==> src/rtl/vending_dispenser_pkg.sv <==
// Shared types and constants for the vending machine dispense back end.
// Slot indices double as motor bit positions and restock selectors.
package vending_pkg;

  typedef enum logic [1:0] {
    IDLE      = 2'd0,
    SPIN      = 2'd1,
    WAIT_DROP = 2'd2,
    FAULT     = 2'd3
  } state_t;

  localparam logic [1:0] SLOT_SNACK  = 2'd0;
  localparam logic [1:0] SLOT_COFFEE = 2'd1;
  localparam logic [1:0] SLOT_DRINK  = 2'd2;
  localparam logic [1:0] SLOT_CANDY  = 2'd3;

  localparam int unsigned STOCK_W = 3;
  localparam logic [STOCK_W-1:0] STOCK_MAX = 3'd7;

  // Sum one bit wider than a count so an overflow can be clamped to STOCK_MAX
  function automatic logic [STOCK_W-1:0] stock_sat_add(input logic [STOCK_W-1:0] count,
                                                       input logic [STOCK_W-1:0] qty);
    logic [STOCK_W:0] sum;
    sum = {1'b0, count} + {1'b0, qty};
    return (sum > {1'b0, STOCK_MAX}) ? STOCK_MAX : sum[STOCK_W-1:0];
  endfunction

  function automatic logic [3:0] slot_onehot(input logic [1:0] slot);
    return 4'b0001 << slot;
  endfunction

endpackage

==> src/rtl/vending_dispenser_if.sv <==
// Controller-facing bundle of the dispenser: dispense pulses, drop sensor,
// restock handshake and the registered status outputs.
interface vending_dispenser_if;
  import vending_pkg::*;

  logic               product_snack;
  logic               product_coffee;
  logic               product_drink;
  logic               product_candy;
  logic               drop_sensor;
  logic               restock_valid;
  logic [1:0]         restock_sel;
  logic [STOCK_W-1:0] restock_qty;
  logic               restock_ready;
  logic [STOCK_W-1:0] snack;
  logic [STOCK_W-1:0] coffee;
  logic [STOCK_W-1:0] drink;
  logic [STOCK_W-1:0] candy;
  logic [3:0]         motor;
  logic               busy;
  logic               no_product;

  modport master (
    output product_snack, product_coffee, product_drink, product_candy,
    output drop_sensor, restock_valid, restock_sel, restock_qty,
    input  restock_ready, snack, coffee, drink, candy, motor, busy, no_product
  );

  modport slave (
    input  product_snack, product_coffee, product_drink, product_candy,
    input  drop_sensor, restock_valid, restock_sel, restock_qty,
    output restock_ready, snack, coffee, drink, candy, motor, busy, no_product
  );

endinterface

==> src/rtl/vending_dispenser_timer.sv <==
// Loadable down-counter shared by the motor-on and drop-wait phases.
// done is high while the count sits at zero; load wins over enable.
module dispense_timer #(
  parameter int unsigned WIDTH = 5
) (
  input  logic             clk,
  input  logic             rst,
  input  logic             load,
  input  logic             enable,
  input  logic [WIDTH-1:0] load_value,
  output logic             done
);

  logic [WIDTH-1:0] count_q;
  logic [WIDTH-1:0] count_d;

  always_comb begin
    count_d = count_q;
    if (load) begin
      count_d = load_value;
    end else if (enable && (count_q != '0)) begin
      count_d = count_q - WIDTH'(1);
    end
  end

  always_ff @(posedge clk) begin
    if (rst) begin
      count_q <= '0;
    end else begin
      count_q <= count_d;
    end
  end

  assign done = (count_q == '0);

endmodule

==> src/rtl/vending_dispenser.sv <==
// Dispense-side back end: drives one slot motor per request, confirms the drop,
// keeps per-slot stock counts, latches a sticky jam fault and accepts restocks.
module vending_dispenser
  import vending_pkg::*;
#(
  parameter int unsigned MOTOR_CYCLES = 8,
  parameter int unsigned DROP_TIMEOUT = 16,
  parameter int unsigned INIT_STOCK   = 0
) (
  input  logic          clk,
  input  logic          rst,
  vending_dispenser_if.slave bus
);

  localparam int unsigned TIMER_MAX = (MOTOR_CYCLES > DROP_TIMEOUT) ? MOTOR_CYCLES : DROP_TIMEOUT;
  localparam int unsigned TIMER_W   = $clog2(TIMER_MAX + 1);

  // The timer counts down to zero inclusive, so load one less than the phase length
  localparam logic [TIMER_W-1:0] SPIN_LOAD = TIMER_W'(MOTOR_CYCLES - 1);
  localparam logic [TIMER_W-1:0] WAIT_LOAD = TIMER_W'(DROP_TIMEOUT - 1);

  state_t             state_q, state_d;
  logic [1:0]         slot_q, slot_d;
  logic [3:0]         motor_q, motor_d;
  logic               busy_q, busy_d;
  logic               no_product_q, no_product_d;
  logic [STOCK_W-1:0] stock_q [4];
  logic [STOCK_W-1:0] stock_d [4];

  logic               any_req;
  logic [1:0]         req_slot;
  logic               tmr_load;
  logic               tmr_en;
  logic [TIMER_W-1:0] tmr_value;
  logic               tmr_done;

  dispense_timer #(
    .WIDTH (TIMER_W)
  ) u_timer (
    .clk        (clk),
    .rst        (rst),
    .load       (tmr_load),
    .enable     (tmr_en),
    .load_value (tmr_value),
    .done       (tmr_done)
  );

  assign any_req = bus.product_snack | bus.product_coffee | bus.product_drink | bus.product_candy;

  always_comb begin
    req_slot = SLOT_CANDY;
    if (bus.product_snack) begin
      req_slot = SLOT_SNACK;
    end else if (bus.product_coffee) begin
      req_slot = SLOT_COFFEE;
    end else if (bus.product_drink) begin
      req_slot = SLOT_DRINK;
    end
  end

  // A dispense request in IDLE blocks the restock handshake for that cycle
  assign bus.restock_ready = (state_q == IDLE) && !any_req;

  always_comb begin
    state_d      = state_q;
    slot_d       = slot_q;
    motor_d      = motor_q;
    busy_d       = busy_q;
    no_product_d = no_product_q;
    stock_d      = stock_q;
    tmr_load     = 1'b0;
    tmr_en       = 1'b0;
    tmr_value    = SPIN_LOAD;

    case (state_q)
      IDLE: begin
        motor_d = 4'b0000;
        busy_d  = 1'b0;
        if (any_req) begin
          if (stock_q[req_slot] != '0) begin
            state_d  = SPIN;
            slot_d   = req_slot;
            motor_d  = slot_onehot(req_slot);
            busy_d   = 1'b1;
            tmr_load = 1'b1;
          end
        end else if (bus.restock_valid) begin
          stock_d[bus.restock_sel] = stock_sat_add(stock_q[bus.restock_sel], bus.restock_qty);
        end
      end

      SPIN: begin
        tmr_en = 1'b1;
        if (bus.drop_sensor) begin
          state_d         = IDLE;
          motor_d         = 4'b0000;
          busy_d          = 1'b0;
          stock_d[slot_q] = stock_q[slot_q] - STOCK_W'(1);
        end else if (tmr_done) begin
          state_d   = WAIT_DROP;
          motor_d   = 4'b0000;
          tmr_load  = 1'b1;
          tmr_value = WAIT_LOAD;
        end
      end

      WAIT_DROP: begin
        tmr_en  = 1'b1;
        motor_d = 4'b0000;
        if (bus.drop_sensor) begin
          state_d         = IDLE;
          busy_d          = 1'b0;
          stock_d[slot_q] = stock_q[slot_q] - STOCK_W'(1);
        end else if (tmr_done) begin
          state_d      = FAULT;
          busy_d       = 1'b0;
          no_product_d = 1'b1;
        end
      end

      FAULT: begin
        motor_d      = 4'b0000;
        busy_d       = 1'b0;
        no_product_d = 1'b1;
      end

      default: begin
        state_d = IDLE;
        motor_d = 4'b0000;
        busy_d  = 1'b0;
      end
    endcase
  end

  always_ff @(posedge clk) begin
    if (rst) begin
      state_q      <= IDLE;
      slot_q       <= SLOT_SNACK;
      motor_q      <= 4'b0000;
      busy_q       <= 1'b0;
      no_product_q <= 1'b0;
      for (int i = 0; i < 4; i++) begin
        stock_q[i] <= STOCK_W'(INIT_STOCK);
      end
    end else begin
      state_q      <= state_d;
      slot_q       <= slot_d;
      motor_q      <= motor_d;
      busy_q       <= busy_d;
      no_product_q <= no_product_d;
      stock_q      <= stock_d;
    end
  end

  assign bus.motor      = motor_q;
  assign bus.busy       = busy_q;
  assign bus.no_product = no_product_q;
  assign bus.snack      = stock_q[SLOT_SNACK];
  assign bus.coffee     = stock_q[SLOT_COFFEE];
  assign bus.drink      = stock_q[SLOT_DRINK];
  assign bus.candy      = stock_q[SLOT_CANDY];

endmodule

==> src/flat_wrapper.sv <==
// flat-port wrapper written by rule: the top's interface ports become plain ports
module vending_dispenser_flat import vending_pkg::*;
#(
  parameter int unsigned MOTOR_CYCLES = 8,
  parameter int unsigned DROP_TIMEOUT = 16,
  parameter int unsigned INIT_STOCK   = 0
)
  (clk, rst, bus_product_snack, bus_product_coffee, bus_product_drink, bus_product_candy, bus_drop_sensor, bus_restock_valid, bus_restock_sel, bus_restock_qty, bus_restock_ready, bus_snack, bus_coffee, bus_drink, bus_candy, bus_motor, bus_busy, bus_no_product);
  vending_dispenser_if bus_i ();
  input  logic clk;
  input  logic rst;
  input wire logic [$bits(bus_i.product_snack)-1:0] bus_product_snack;
  input wire logic [$bits(bus_i.product_coffee)-1:0] bus_product_coffee;
  input wire logic [$bits(bus_i.product_drink)-1:0] bus_product_drink;
  input wire logic [$bits(bus_i.product_candy)-1:0] bus_product_candy;
  input wire logic [$bits(bus_i.drop_sensor)-1:0] bus_drop_sensor;
  input wire logic [$bits(bus_i.restock_valid)-1:0] bus_restock_valid;
  input wire logic [$bits(bus_i.restock_sel)-1:0] bus_restock_sel;
  input wire logic [$bits(bus_i.restock_qty)-1:0] bus_restock_qty;
  output wire logic [$bits(bus_i.restock_ready)-1:0] bus_restock_ready;
  output wire logic [$bits(bus_i.snack)-1:0] bus_snack;
  output wire logic [$bits(bus_i.coffee)-1:0] bus_coffee;
  output wire logic [$bits(bus_i.drink)-1:0] bus_drink;
  output wire logic [$bits(bus_i.candy)-1:0] bus_candy;
  output wire logic [$bits(bus_i.motor)-1:0] bus_motor;
  output wire logic [$bits(bus_i.busy)-1:0] bus_busy;
  output wire logic [$bits(bus_i.no_product)-1:0] bus_no_product;
  assign bus_i.product_snack = bus_product_snack;
  assign bus_i.product_coffee = bus_product_coffee;
  assign bus_i.product_drink = bus_product_drink;
  assign bus_i.product_candy = bus_product_candy;
  assign bus_i.drop_sensor = bus_drop_sensor;
  assign bus_i.restock_valid = bus_restock_valid;
  assign bus_i.restock_sel = bus_restock_sel;
  assign bus_i.restock_qty = bus_restock_qty;
  assign bus_restock_ready = bus_i.restock_ready;
  assign bus_snack = bus_i.snack;
  assign bus_coffee = bus_i.coffee;
  assign bus_drink = bus_i.drink;
  assign bus_candy = bus_i.candy;
  assign bus_motor = bus_i.motor;
  assign bus_busy = bus_i.busy;
  assign bus_no_product = bus_i.no_product;
  vending_dispenser #(.MOTOR_CYCLES(MOTOR_CYCLES), .DROP_TIMEOUT(DROP_TIMEOUT), .INIT_STOCK(INIT_STOCK)) u_core (.clk(clk), .rst(rst), .bus(bus_i));
endmodule
==> config.mk <==
export PLATFORM = sky130hd
export DESIGN_NAME = vending_dispenser_flat
export DESIGN_NICKNAME = d
export VERILOG_FILES = /design/src/rtl/vending_dispenser_pkg.sv /design/src/rtl/vending_dispenser_if.sv /design/src/rtl/vending_dispenser_timer.sv /design/src/rtl/vending_dispenser.sv /design/src/flat_wrapper.sv
export SDC_FILE = /design/constraint.sdc
export NUM_CORES = 1
export LEC_CHECK = 0
export CAP_MARGIN = 20
export CORE_UTILIZATION = 54
export CTS_BUF_LIST = sky130_fd_sc_hd__clkbuf_16
export CTS_CLUSTER_SIZE = 20
export DETAILED_ROUTE_END_ITERATION = 6
export PLACE_DENSITY = 0.89
export SETUP_SLACK_MARGIN = 0.4
export SKIP_LAST_GASP = 1
export SLEW_MARGIN = 40
export SYNTH_ARGS = -nofsm -noshare
export SYNTH_HDL_FRONTEND = slang
export SYNTH_HIERARCHICAL = 1
export SYNTH_SLANG_ARGS = --single-unit
==> constraint.sdc <==
create_clock -name clk -period 3.6 [get_ports clk]
set_input_delay 0.9 -clock clk [delete_from_list [all_inputs] [get_ports clk]]
set_output_delay 0.9 -clock clk [all_outputs]
set_load 0.01 [all_outputs]
==> impl_metrics.py, run 1 <==
metrics = {
    "critical_path": {
        "worst_r2r_startpoint": "u_core/u_timer/count_q[1]$_SDFFE_PP0P_",
        "cp.arrival_ns": 3.30,
        "path_max_fanout": 4,
        "criticalPathCategory": "in2reg",
        "worstSetupEndpointType": "flop",
        "start_kind": "input port",
        "crit_start": "bus_restock_sel[0]",
        "critical_path_required_ns": 3.79,
    },
    "yosys": {
        "synth-edff-count": 0,
        "syn_area_um2": 2030,
        "synth_ff_type": "dfxtp_1",
        "netlist_instances": 236,
        "ys_ff_latch": 27,
        "synth-warning-count": 6,
        "yosysSeqAreaShare_pct": 26.7,
        "syn_area_per_cell_um2": 8.58,
        "async_flop_share_pct": 0,
        "synth_cell_types": 61,
    },
    "placed_design": {
        "dpl.hpwl_um": 3780,
        "io_buffers": 31,
        "gp_congestion": 0.894,
    },
    "global_routing": {
        "overflow": 0,
        "antenna_found_initial": 0,
        "first_global_vias": 1895,
        "grt_pass1_wl_um": 8740,
        "track_usage_pct": 27.9,
        "grt_max_degree": 36,
    },
    "floorplanning": {
        "fp.dieW_um": 63.2,
        "initial_core_util_pct": 58.4,
        "ios": 32,
        "row_count": 21,
        "dieArea_um2": 4000,
        "core_area_um2": 3470,
        "die_y_um": 63.2,
    },
    "clocking": {
        "cts_tree": "done",
        "cts_sinks": 27,
        "cts_root_buf": "clkbuf_16",
        "cts_made_buffers": 3,
        "ctsHoldBuffers": 0,
        "insertion_delay_ns": 0.27,
        "cts_htree_levels": 1,
        "clockBufferDepth": 2,
        "clkTransAtPathRegs_ns": 0.07,
    },
    "detailed_routing": {
        "dr.pass1.iters": 5,
        "drtIter0Drc": 139,
        "drc": 0,
        "ant_nets": 0,
        "wire_per_inst_um": 16.3,
        "wl_um": 5190,
        "viasPerCell": 6.30,
        "via_count": 2010,
    },
    "layout": {
        "fill_cells": 271,
        "num-nets-final": 297,
        "drive_gt1_share_pct": 12.8,
        "areaGrowthSynthToFinish_pct": 24.6,
        "fin_util_pct": 72.8,
        "antennaDiodeCount": 0,
    },
    "sta": {
        "slew_headroom_pct": 52.2,
        "fmax_ghz": 0.321,
        "fin_crit_ns": 3.12,
        "finalSetupViolCount": 0,
        "skew_ns": 0.00507,
        "maxSlewViolCount": 0,
        "timing_hold_violations_final": 0,
        "whs_ns": 0.466,
        "rsz0062_at_grt": "yes",
        "finalCritPeriodShare_pct": 86.5,
        "tightest_slew_ns": 0.716,
        "fin_setup_tns_ns": 0,
    },
    "hold_path": {
        "hold_class": "reg2reg",
        "min_from": "u_core/bus.motor[0]$_SDFFE_PP0N_",
    },
    "power": {
        "p_leak_nw": 0.953,
        "irDropWorstVdd_v": 0.000353,
        "cellPowerDensity_nw_per_um2": 567,
    },
    "job": {
        "cap_violations": 0,
    },
    "run_status": {
        "outcome": "complete, no violations",
    },
}
## synthesized netlist by cell type, types with 5 or more instances
cell type | n | area (um2)
ha_1 | 9 | 113
or3_1 | 5 | 31.3
nor3_1 | 6 | 30.0
nand2_1 | 10 | 37.5
dfxtp_1 | 27 | 541
o21ai_0 | 10 | 50.1
nand2b_1 | 5 | 31.3
a21oi_1 | 12 | 60.1
nor2b_1 | 9 | 56.3
mux4_2 | 5 | 113
clkbuf_1 | 6 | 22.5
nor2_1 | 16 | 60.1
inv_1 | 22 | 82.6
nand3_1 | 11 | 55.1
## cell type report
type	instances	area [um2]	area share [%]
Clock buffer	3	75.1	2.97
Tap cell	46	57.6	2.28
Timing Repair Buffer	43	399	15.8
Inverter	22	82.6	3.27
Sequential cell	27	541	21.4
Clock inverter	1	7.51	0.297
Multi-Input combinational cell	177	1360	54.0
## cells by family (layout without fill, tap and decap cells)
group                    after synthesis  count (layout)  synth area share [%]
flip-flops                            27              27                  26.7
adder cells (fa/ha/maj)               10              10                  6.55
AND/OR/NAND/NOR                       87              87                  24.8
buffers and inverters                 34              69                  7.04
AO/OA/AOI/OAI                         69              69                  27.9
multiplexers                           7               7                  6.61
other                                  2               4                 0.371
## metal layers
metal | up-vias | share of wire, % | global-route usage, % | wire [um]
met3 | 18 | 5.4 | 4.71 | 279
met2 | 86 | 48 | 46.1 | 2510
li1 | 961 | - | - | -
met1 | 945 | 43 | 34.5 | 2250
met5 | - | 0 | 0 | 0
met4 | 0 | 3.0 | 15.1 | 154
## power breakdown
part           switching, W  total [W]  internal, W
combinational      0.000443   0.000756     0.000313
clock              0.000112   0.000264     0.000151
sequential        0.0000600   0.000413     0.000353
total              0.000615    0.00143     0.000817
## placed cells by master (no fill, tap or decap), types with 3 or more instances in the layout
master	n
clkdlybuf4s50_1	30
a211oi_1	4
conb_1	4
buf_4	12
nand2b_1	5
o41ai_1	3
a311oi_1	3
nand3b_1	3
dfxtp_1	27
nand3_1	11
nor2_1	16
nor3_1	6
ha_1	9
mux4_2	5
nor3b_1	3
or3_1	5
a21oi_1	12
a21o_1	4
and3_1	3
o21ai_0	8
nand2_1	10
a211o_1	3
inv_1	22
and3b_1	3
nor2b_1	9
clkbuf_16	3
## timing repair
item	4_1_cts	5_1_grt
gates resized for setup	2	3
setup buffers	1	0
pin swaps	1	0
setup endpoints to repair	1	8
## flip-flops by register name, indices dropped and copies added, names as in the netlist
register and cells:
u_core/bus.no_product 1, u_core/bus.busy 1, u_core/bus.motor 4, u_core/bus.coffee 3
u_core/bus.candy 3, u_core/u_timer/count_q 5, u_core/slot_q 2, u_core/bus.snack 3
u_core/bus.drink 3, u_core/state_q 2
## stage by stage
| stage | cells | total power (W) | cell area (um2) | worst slack (ns) |
|---|---|---|---|---|
| after detailed placement | 314 | 0.00115 | 2420 | 0.199 |
| after floorplan | 238 | 0.000973 | 2030 | 0.520 |
| final | 319 | 0.00143 | 2520 | 0.485 |
| after global placement | 314 | 0.00113 | 2420 | 0.253 |
| after CTS | 319 | 0.00142 | 2520 | 0.475 |
| after global routing | 319 | 0.00153 | 2520 | 0.367 |
## worst paths after layout
check | end | slack (ns) | depth (start not counted)
hold reg to reg | u_core/bus.motor[0]$_SDFFE_PP0N_ | 0.47 | 2
hold / removal | u_core/bus.motor[0]$_SDFFE_PP0N_ | 0.47 | 2
setup reg to reg | u_core/u_timer/count_q[1]$_SDFFE_PP0P_ | 1.09 | 8
setup / recovery | u_core/bus.coffee[1]$_SDFFE_PP0P_ | 0.48 | 8
## critical path, cell delays in order
cell	delay (ns)
clkdlybuf4s50_1	0.52
mux4_2	0.51
ha_1	0.23
fa_1	0.51
nor2_1	0.05
o21ai_1	0.17
o22ai_1	0.15
a221oi_2	0.26
No activity file was read; power rests on OpenSTA's default activity.
==> inputs of run 2 (changes only) <==
--- a/config.mk
+++ b/config.mk
@@ -12,6 +12,7 @@
 export DETAILED_ROUTE_END_ITERATION = 6
 export PLACE_DENSITY = 0.89
 export SETUP_SLACK_MARGIN = 0.4
+export SKIP_CTS_REPAIR_TIMING = 1
 export SKIP_LAST_GASP = 1
 export SLEW_MARGIN = 40
 export SYNTH_ARGS = -nofsm -noshare
==> run 2 against run 1 <==
  * Final cell count did not move
  * Combinational power up 1%
  * Fmax is 0.15% higher
==> impl_metrics.py, run 2 (same netlist as run 1, synthesis figures left out) <==
metrics = {
    "run_status": {
        "outcome": "complete, no violations",
    },
    "critical_path": {
        "worst_r2r_startpoint": "u_core/u_timer/count_q[1]$_SDFFE_PP0P_",
        "crit_start": "bus_restock_sel[0]",
        "cp.arrival_ns": 3.30,
        "start_kind": "input port",
        "critical_path_required_ns": 3.79,
        "path_max_fanout": 4,
        "worstSetupEndpointType": "flop",
        "criticalPathCategory": "in2reg",
    },
    "sta": {
        "finalCritPeriodShare_pct": 86.4,
        "fmax_ghz": 0.322,
        "skew_ns": 0.00298,
        "rsz0062_at_grt": "yes",
        "slew_headroom_pct": 52.7,
        "fin_crit_ns": 3.11,
        "maxSlewViolCount": 0,
        "finalSetupViolCount": 0,
        "tightest_slew_ns": 0.708,
        "timing_hold_violations_final": 0,
        "fin_setup_tns_ns": 0,
    },
    "clocking": {
        "clkTransAtPathRegs_ns": 0.07,
        "cts_root_buf": "clkbuf_16",
        "cts_sinks": 27,
        "cts_htree_levels": 1,
        "insertion_delay_ns": 0.27,
        "cts_tree": "done",
        "clockBufferDepth": 2,
        "cts_made_buffers": 3,
    },
    "hold_path": {
        "hold_class": "reg2reg",
        "min_from": "u_core/bus.motor[0]$_SDFFE_PP0N_",
    },
    "layout": {
        "final_common_cell": "clkdlybuf4s50_1",
        "regArea_um2": 541,
        "num-nets-final": 297,
        "areaGrowthSynthToFinish_pct": 25.7,
        "fin_cells": 319,
        "multi_input_area_um2": 1380,
        "largest_reg_flops": 5,
        "drive_gt1_share_pct": 13.2,
        "top_register": "u_core/u_timer/count_q",
        "fill_cells": 268,
        "antennaDiodeCount": 0,
        "layout_common_cells": "clkdlybuf4s50_1, dfxtp_1, inv_1, nor2_1",
    },
    "detailed_routing": {
        "wire_per_inst_um": 16.9,
        "via_count": 2047,
        "viasPerCell": 6.42,
        "drtIter0Drc": 154,
        "dr.pass1.iters": 5,
        "drc": 0,
        "ant_nets": 0,
        "wl_um": 5400,
    },
    "global_routing": {
        "overflow": 0,
        "busiest_layer": "met2",
        "use_met2_pct": 45.8,
        "use_met1_pct": 34.3,
        "use_met3_pct": 4.71,
        "grt_pass1_wl_um": 8680,
        "first_global_vias": 1879,
        "grt_max_degree": 36,
        "antenna_found_initial": 0,
        "track_usage_pct": 27.8,
    },
    "floorplanning": {
        "fp.dieW_um": 63.2,
        "die_y_um": 63.2,
        "core_area_um2": 3470,
        "initial_core_util_pct": 58.4,
        "dieArea_um2": 4000,
        "ios": 32,
        "row_count": 21,
    },
    "power": {
        "irDropWorstVdd_v": 0.000371,
        "cellPowerDensity_nw_per_um2": 567,
        "power_w": 0.00144,
        "p_leak_nw": 0.980,
    },
    "placed_design": {
        "io_buffers": 31,
        "dpl.hpwl_um": 3780,
        "gp_congestion": 0.894,
        "dp.cells": 314,
    },
    "job": {
        "cap_violations": 0,
    },
}
==> run 2: critical path, stage by stage <==
cell and delay [ns]:
clkdlybuf4s50_1 0.52, mux4_2 0.51, ha_1 0.23, fa_1 0.52, nor2_1 0.05, o21ai_1 0.17
o22ai_1 0.15, a221oi_2 0.26
==> run 2: path summary, 6_finish.rpt <==
kind | to | slack, ns | cells after the start
min reg2reg | u_core/bus.motor[0]$_SDFFE_PP0N_ | 0.47 | 2
max reg2reg | u_core/u_timer/count_q[1]$_SDFFE_PP0P_ | 1.08 | 8
max | u_core/bus.coffee[1]$_SDFFE_PP0P_ | 0.49 | 8
min | u_core/bus.motor[0]$_SDFFE_PP0N_ | 0.47 | 2
==> run 2: power by group <==
part / internal, W / switching [W] / total (W)
Combinational: 0.000315 / 0.000449 / 0.000764
Clock: 0.000151 / 0.000112 / 0.000264
Sequential: 0.000353 / 0.0000620 / 0.000415
==> run 2: area by class of cell <==
class	instances	share of cell area (%)
clock buffer	3	2.95
clock inverter	1	0.295
inverter	22	3.24
multi-input combinational	177	54.1
sequential	27	21.2
tap	46	2.26
timing repair buffer	43	15.9
==> run 2: per-layer routing <==
layer | vias to the layer above | share of wire [%]
met2 | 94 | 48
met3 | 18 | 5.6
met5 | - | 0
met4 | 0 | 3.5
li1 | 960 | -
met1 | 975 | 43
==> run 2: through the flow <==
| stage | cell area (um2) | hold WS, ns | setup slack (ns) | utilization [%] |
|---|---|---|---|---|
| 2_1_floorplan | 2030 | 0.475 | 0.520 | - |
| 3_3_place_gp | 2420 | 0.445 | 0.253 | 69.9 |
| 3_5_place_dp | 2420 | 0.452 | 0.199 | 69.9 |
| 4_1_cts | 2510 | 0.466 | 0.263 | 72.3 |
| 5_1_grt | 2550 | 0.514 | 0.366 | 73.4 |
| 6_report | 2550 | 0.465 | 0.490 | 73.4 |
==> inputs of run 3 (changes only) <==
--- a/config.mk
+++ b/config.mk
@@ -8,7 +8,7 @@
 export CAP_MARGIN = 20
 export CORE_UTILIZATION = 54
 export CTS_BUF_LIST = sky130_fd_sc_hd__clkbuf_16
-export CTS_CLUSTER_SIZE = 20
+export CTS_CLUSTER_SIZE = 24
 export DETAILED_ROUTE_END_ITERATION = 6
 export PLACE_DENSITY = 0.89
 export SETUP_SLACK_MARGIN = 0.4
==> results of run 3 <==
No change in the layout: final DEF, timing and power equal those of run 2.
==> edit 1, RTL diff (flow settings as in run 3) <==
Reset style: asynchronous (`rst`), changed in 2 clocked blocks.
--- a/src/rtl/vending_dispenser_timer.sv
+++ b/src/rtl/vending_dispenser_timer.sv
@@ -24,5 +24,5 @@
   end
 
-  always_ff @(posedge clk) begin
+  always_ff @(posedge clk or posedge rst) begin
     if (rst) begin
       count_q <= '0;
--- a/src/rtl/vending_dispenser.sv
+++ b/src/rtl/vending_dispenser.sv
@@ -133,5 +133,5 @@
   end
 
-  always_ff @(posedge clk) begin
+  always_ff @(posedge clk or posedge rst) begin
     if (rst) begin
       state_q      <= IDLE;
Formal check against the unedited RTL: differs if rst is asserted again (counterexample within 4 cycles, from zero or initial values and one cycle with rst high); with rst held inactive, the same outputs for 10 cycles.
==> edit 1 against run 3 <==
- routed wire length decreased by 9.5%
- synthesized area decreased by 2.7%
- sequential cell count unchanged
- count of clock-buffer cells in the layout unchanged
- final area decreased by 4.6%
- register-to-register slack got worse by 60 ps
- total power increased by 47%
- setup slack improved by 87 ps
==> edit 1: results (changes against run 3) <==
ys async rst share=100.0% (+100 points); clock-pin transition on the worst setup and hold timing paths=70 ps (about the same); DR iter-0 viols=170 (+10%); initial antenna violation count=0 (unchanged); Seq/Total Area, Yosys=34.26% (+7.6 points); share of cells above drive strength 1=13.50% (+0.32 points); Nets=261 (-12%); Peak VDD IR=0.0004741 V (+28%); worst slack, placed=98.91 ps (-99.62 ps); Detailed Place HPWL=3605 um (-4.7%); number of diodes=0 (unchanged); Max clock buf depth=2 (unchanged); Hold/Removal Path Class=reg -> reg; largest net degree at the start of global routing=23 (-36%); Routability Congestion=0.9665 (+8.2%); outcome=completed; Via Count=1774 (-13%); final clock skew=2.480 ps (-0.4970 ps); max reg flops=5 (unchanged); DR pass1 iterations=5 (unchanged); WL/cell=17.27 um (+2.0%); Num CTS Buffers=3 (unchanged); Internal=1196 uW (+46%); global-route wire length before repair=8217 um (-5.3%); maximum level of the CTS H-tree=1 (unchanged); post-place instance area=2330 um^2 (-3.9%); vias in the first global route=1710 (-9.0%); Worst-Margin Slew=650.5 ps (-57.34 ps); Pleak=0.001069 uW (+9.1%); slowest stage cell, crit path=clkdlybuf4s50_1; Synth warnings=6 (unchanged); crit path max fanout=8 (+4); largest cells by area after synthesis=dfrtp_1 (34%), mux4_2 (6.9%), ha_1 (5.7%), inv_1 (5.3%), o221ai_1 (3.6%); Detailed Route WL=4888 um (-9.5%); Post-synth top cells=inv_1 (28), dfrtp_1 (27), nand2_1 (16); CP delay by family, top=compound AO/OA/AOI/OAI gates; largest reg by FF count=u_core/u_timer/count_q; Clk Tree Root Cell=clkbuf_16; Mean Syn Cell Area=9.619 um^2 (+12%); Port Buffers=31 (unchanged); max incr delay on CP=520 ps (about the same); Total GRT Usage=26.29% (-1.5 points); Synth area leader=dfrtp_1; Yosys cell types=56 (-8.2%); Worst-Skew Late Latency=260 ps
-- edit 1: cell types whose count changed after synthesis, sizes merged, moves of 7 or more --
cell,delta
nor2,-8
nand3,-10
o211ai,+7
o221ai,+8
dfxtp,-27
dfrtp,+27
-- edit 1: metal layers --
layer  vias up  part of all wire, %  wire length (um)  global-route usage [%]
met4         0                  1.2                59                   4.360
met5         -                    0                 0                       0
li1        811                    -                 -                       -
met2        93                   49              2373                   43.21
met3        10                  8.0               389                   5.474
met1       860                   42              2066                   36.27
-- edit 1: cells by family after synthesis --
family | synth area share, %
AOI/OAI and AO/OA | 22.84
and+or+nand+nor | 17.26
buffers and inverters | 8.502
DFF | 34.26
muxes | 9.581
adders and majority gates | 6.726
other | 0.3809
xor gates and xnor gates | 0.4442
-- edit 1: layout make-up --
type	instances	area [um^2]
clock buffers	3	75.07
clock inverters	1	3.754
fillers	265	985.9
inverters	28	105.1
multi-input cells	141	1150
flip-flops and latches	27	675.6
well taps	46	57.56
repair buffers	37	362.8
-- edit 1: worst paths after layout --
path | startpoint | to | slack, ps | cells past startpoint
min reg2reg | u_core/bus.motor[1] | u_core/bus.motor[1] | 470 | 2
min | u_core/bus.motor[1] | u_core/bus.motor[1] | 470 | 2
min in group asynchronous | rst | u_core/u_timer/count_q[2] | 880 | 2
max reg2reg | u_core/state_q[0] | u_core/bus.coffee[0] | 1020 | 6
max in group asynchronous | rst | u_core/bus.candy[1] | 2270 | 2
max | bus_restock_sel[1] | u_core/bus.coffee[0] | 580 | 8
-- edit 1: power groups by stage --
stage               sequential [uW]  clock (uW)  combinational [uW]
floorplan                       588           0                 812
global placement                617           0                1160
detailed placement              622           0                1200
CTS                             620         253                1210
global route                    646         266                1350
finish                          626         250                1250
==> edit 2, RTL diff (config.mk and constraints of run 3) <==
Made on the original files. Change the package constant `STOCK_W` from 3 to 6.
--- a/src/rtl/vending_dispenser_pkg.sv
+++ b/src/rtl/vending_dispenser_pkg.sv
@@ -15,5 +15,5 @@
   localparam logic [1:0] SLOT_CANDY  = 2'd3;
 
-  localparam int unsigned STOCK_W = 3;
+  localparam int unsigned STOCK_W = 6;
   localparam logic [STOCK_W-1:0] STOCK_MAX = 3'd7;
 
Ports: changed (5 resized); port bits go from 32 to 47. The function was not compared with the original's and may differ.
==> edit 2 against run 3 <==
- final cell count grew 29%
- clock skew increased by 2.8 ps
- final area up 38%
- synthesized area rose by 30%
- combinational power shrank 13%
- register-to-register slack got worse by 310 ps
- routed wire length rose by 51%
- sequential cell count up 12
- total power increased by 17%
- setup slack worse by 150 ps
- hold slack worse by 8.4 ps
==> edit 2: results (changes against run 3) <==
CP delay by family, top=compound AO/OA/AOI/OAI gates; Peak VDD IR=0.0003175 V (-14%); Routability Congestion=0.9602 (+7.5%); DR pass1 iterations=6 (+1); ys flop type=dfxtp_1; Post-synth top cells=nor2_1 (41), dfxtp_1 (39), nand2_1 (22); DR iter-0 viols=352 (+130%); Logic power comb=663 uW (-13%); largest cells by area after synthesis=dfxtp_1 (30%), mux4_2 (6.0%), nor2_1 (5.9%), ha_1 (5.7%), mux4_1 (5.0%); Port Buffers=46 (+48%); vias in the first global route=2578 (+37%); top sig layer=met4; drc violations=0 (unchanged); Seq/Total Area, Yosys=29.71% (+3.0 points); number of diodes=0 (unchanged); max incr delay on CP=510 ps; Met2 Wirelength=3854 um (+50%); final clock skew=5.814 ps (+2.837 ps); M2 GR Usage=50.00% (+4.2 points); Clk Tree Root Cell=clkbuf_16; Detailed Place HPWL=5554 um (+47%); WL/cell=19.88 um (+17%); Worst-Skew Late Latency=280 ps; largest net degree at the start of global routing=22 (-39%); Hold/Removal Path Class=reg -> reg; Fillers=321 (+20%); DRT met1 WL=3282 um (+41%); maximum level of the CTS H-tree=2 (+1); global-route wire length before repair=12500 um (+44%); Total GRT Usage=31.70% (+3.9 points); Internal=1080 uW (+32%); M1 GR Usage=42.78% (+8.5 points); clock-pin transition on the worst setup and hold timing paths=around 60 ps; Cells after DPL=401 (+28%); Worst-Margin Slew=713.9 ps (+6.043 ps); slowest stage cell, crit path=mux4_2; crit path max fanout=4 (unchanged); Synth warnings=6 (unchanged); share of cells above drive strength 1=16.25% (+3.1 points); initial antenna violation count=0 (unchanged); Pleak=0.001324 uW (+35%); routed wl met3=790 um (+160%); Yosys cell types=62 (+1.6%); outcome=completed; met3 usage=6.188% (+1.5 points); Mapped Cells=296 (+25%); Max clock buf depth=2 (unchanged); Final Non-Filler Cells=411 (+29%); Seq power=521 uW (+26%); final hold violations=0 (unchanged); combinational share of power=39.2% (-14 points); ys async rst share=0% (unchanged); critical path arrival=3410 ps (+110 ps); Nets=385 (+30%); Num CTS Buffers=5 (+2); drt via density=6.672 (+4.0%)
## edit 2: changes by cell type after synthesis, sizes merged, moves of 5 or more
cell,change
a211oi,+7
a21oi,+5
a22oi,+15
dfxtp,+12
mux4,+7
nand2,+13
nand3,-9
nor2,+25
nor2b,-5
o21ai,-8
## edit 2: through the flow
step | utilization (%) | hold slack [ps] | instance area (um^2) | setup TNS (ps) | setup WS (ps)
after global routing | 74.77 | 488.1 | 3508 | 0 | 330.0
after global placement | 68.61 | 440.4 | 3219 | 0 | 34.50
after detailed placement | 68.61 | 449.0 | 3219 | -545.9 | -94.00
after CTS | 72.21 | 460.6 | 3388 | 0 | 100.3
after floorplan | - | 474.8 | 2636 | 0 | 447.9
final | 74.77 | 457.0 | 3508 | 0 | 342.5
## edit 2: area by class of cell
cell class	count	area (um^2)	area share, %
clock buffer	5	125.1	3.566
clock inverter	3	43.79	1.248
inverter	19	71.32	2.033
multi-input combinational	227	1814	51.71
sequential	39	780.7	22.25
tap	54	67.56	1.926
timing repair buffer	64	605.6	17.26
## edit 2: logic make-up (layout without fill, tap and decap cells)
kind of cell,count (synthesis),after routing,synth area share [%]
fa+ha+maj,13,13,6.476
simple gates,116,116,22.67
other cells,2,4,0.2858
mux,14,14,11.76
compound gates,76,76,22.62
xor+xnor,4,4,1.334
buf+inv,32,91,5.143
flops,39,39,29.71
## edit 2: final timing paths
path	end	start	depth (start not counted)	slack (ps)
setup / recovery	u_core/bus.snack[0]	bus_restock_sel[1]	8	340
hold / removal	u_core/bus.motor[0]	u_core/bus.motor[0]	2	460
setup reg to reg	u_core/bus.snack[0]	u_core/bus.drink[0]	7	770
hold reg to reg	u_core/bus.motor[0]	u_core/bus.motor[0]	2	460
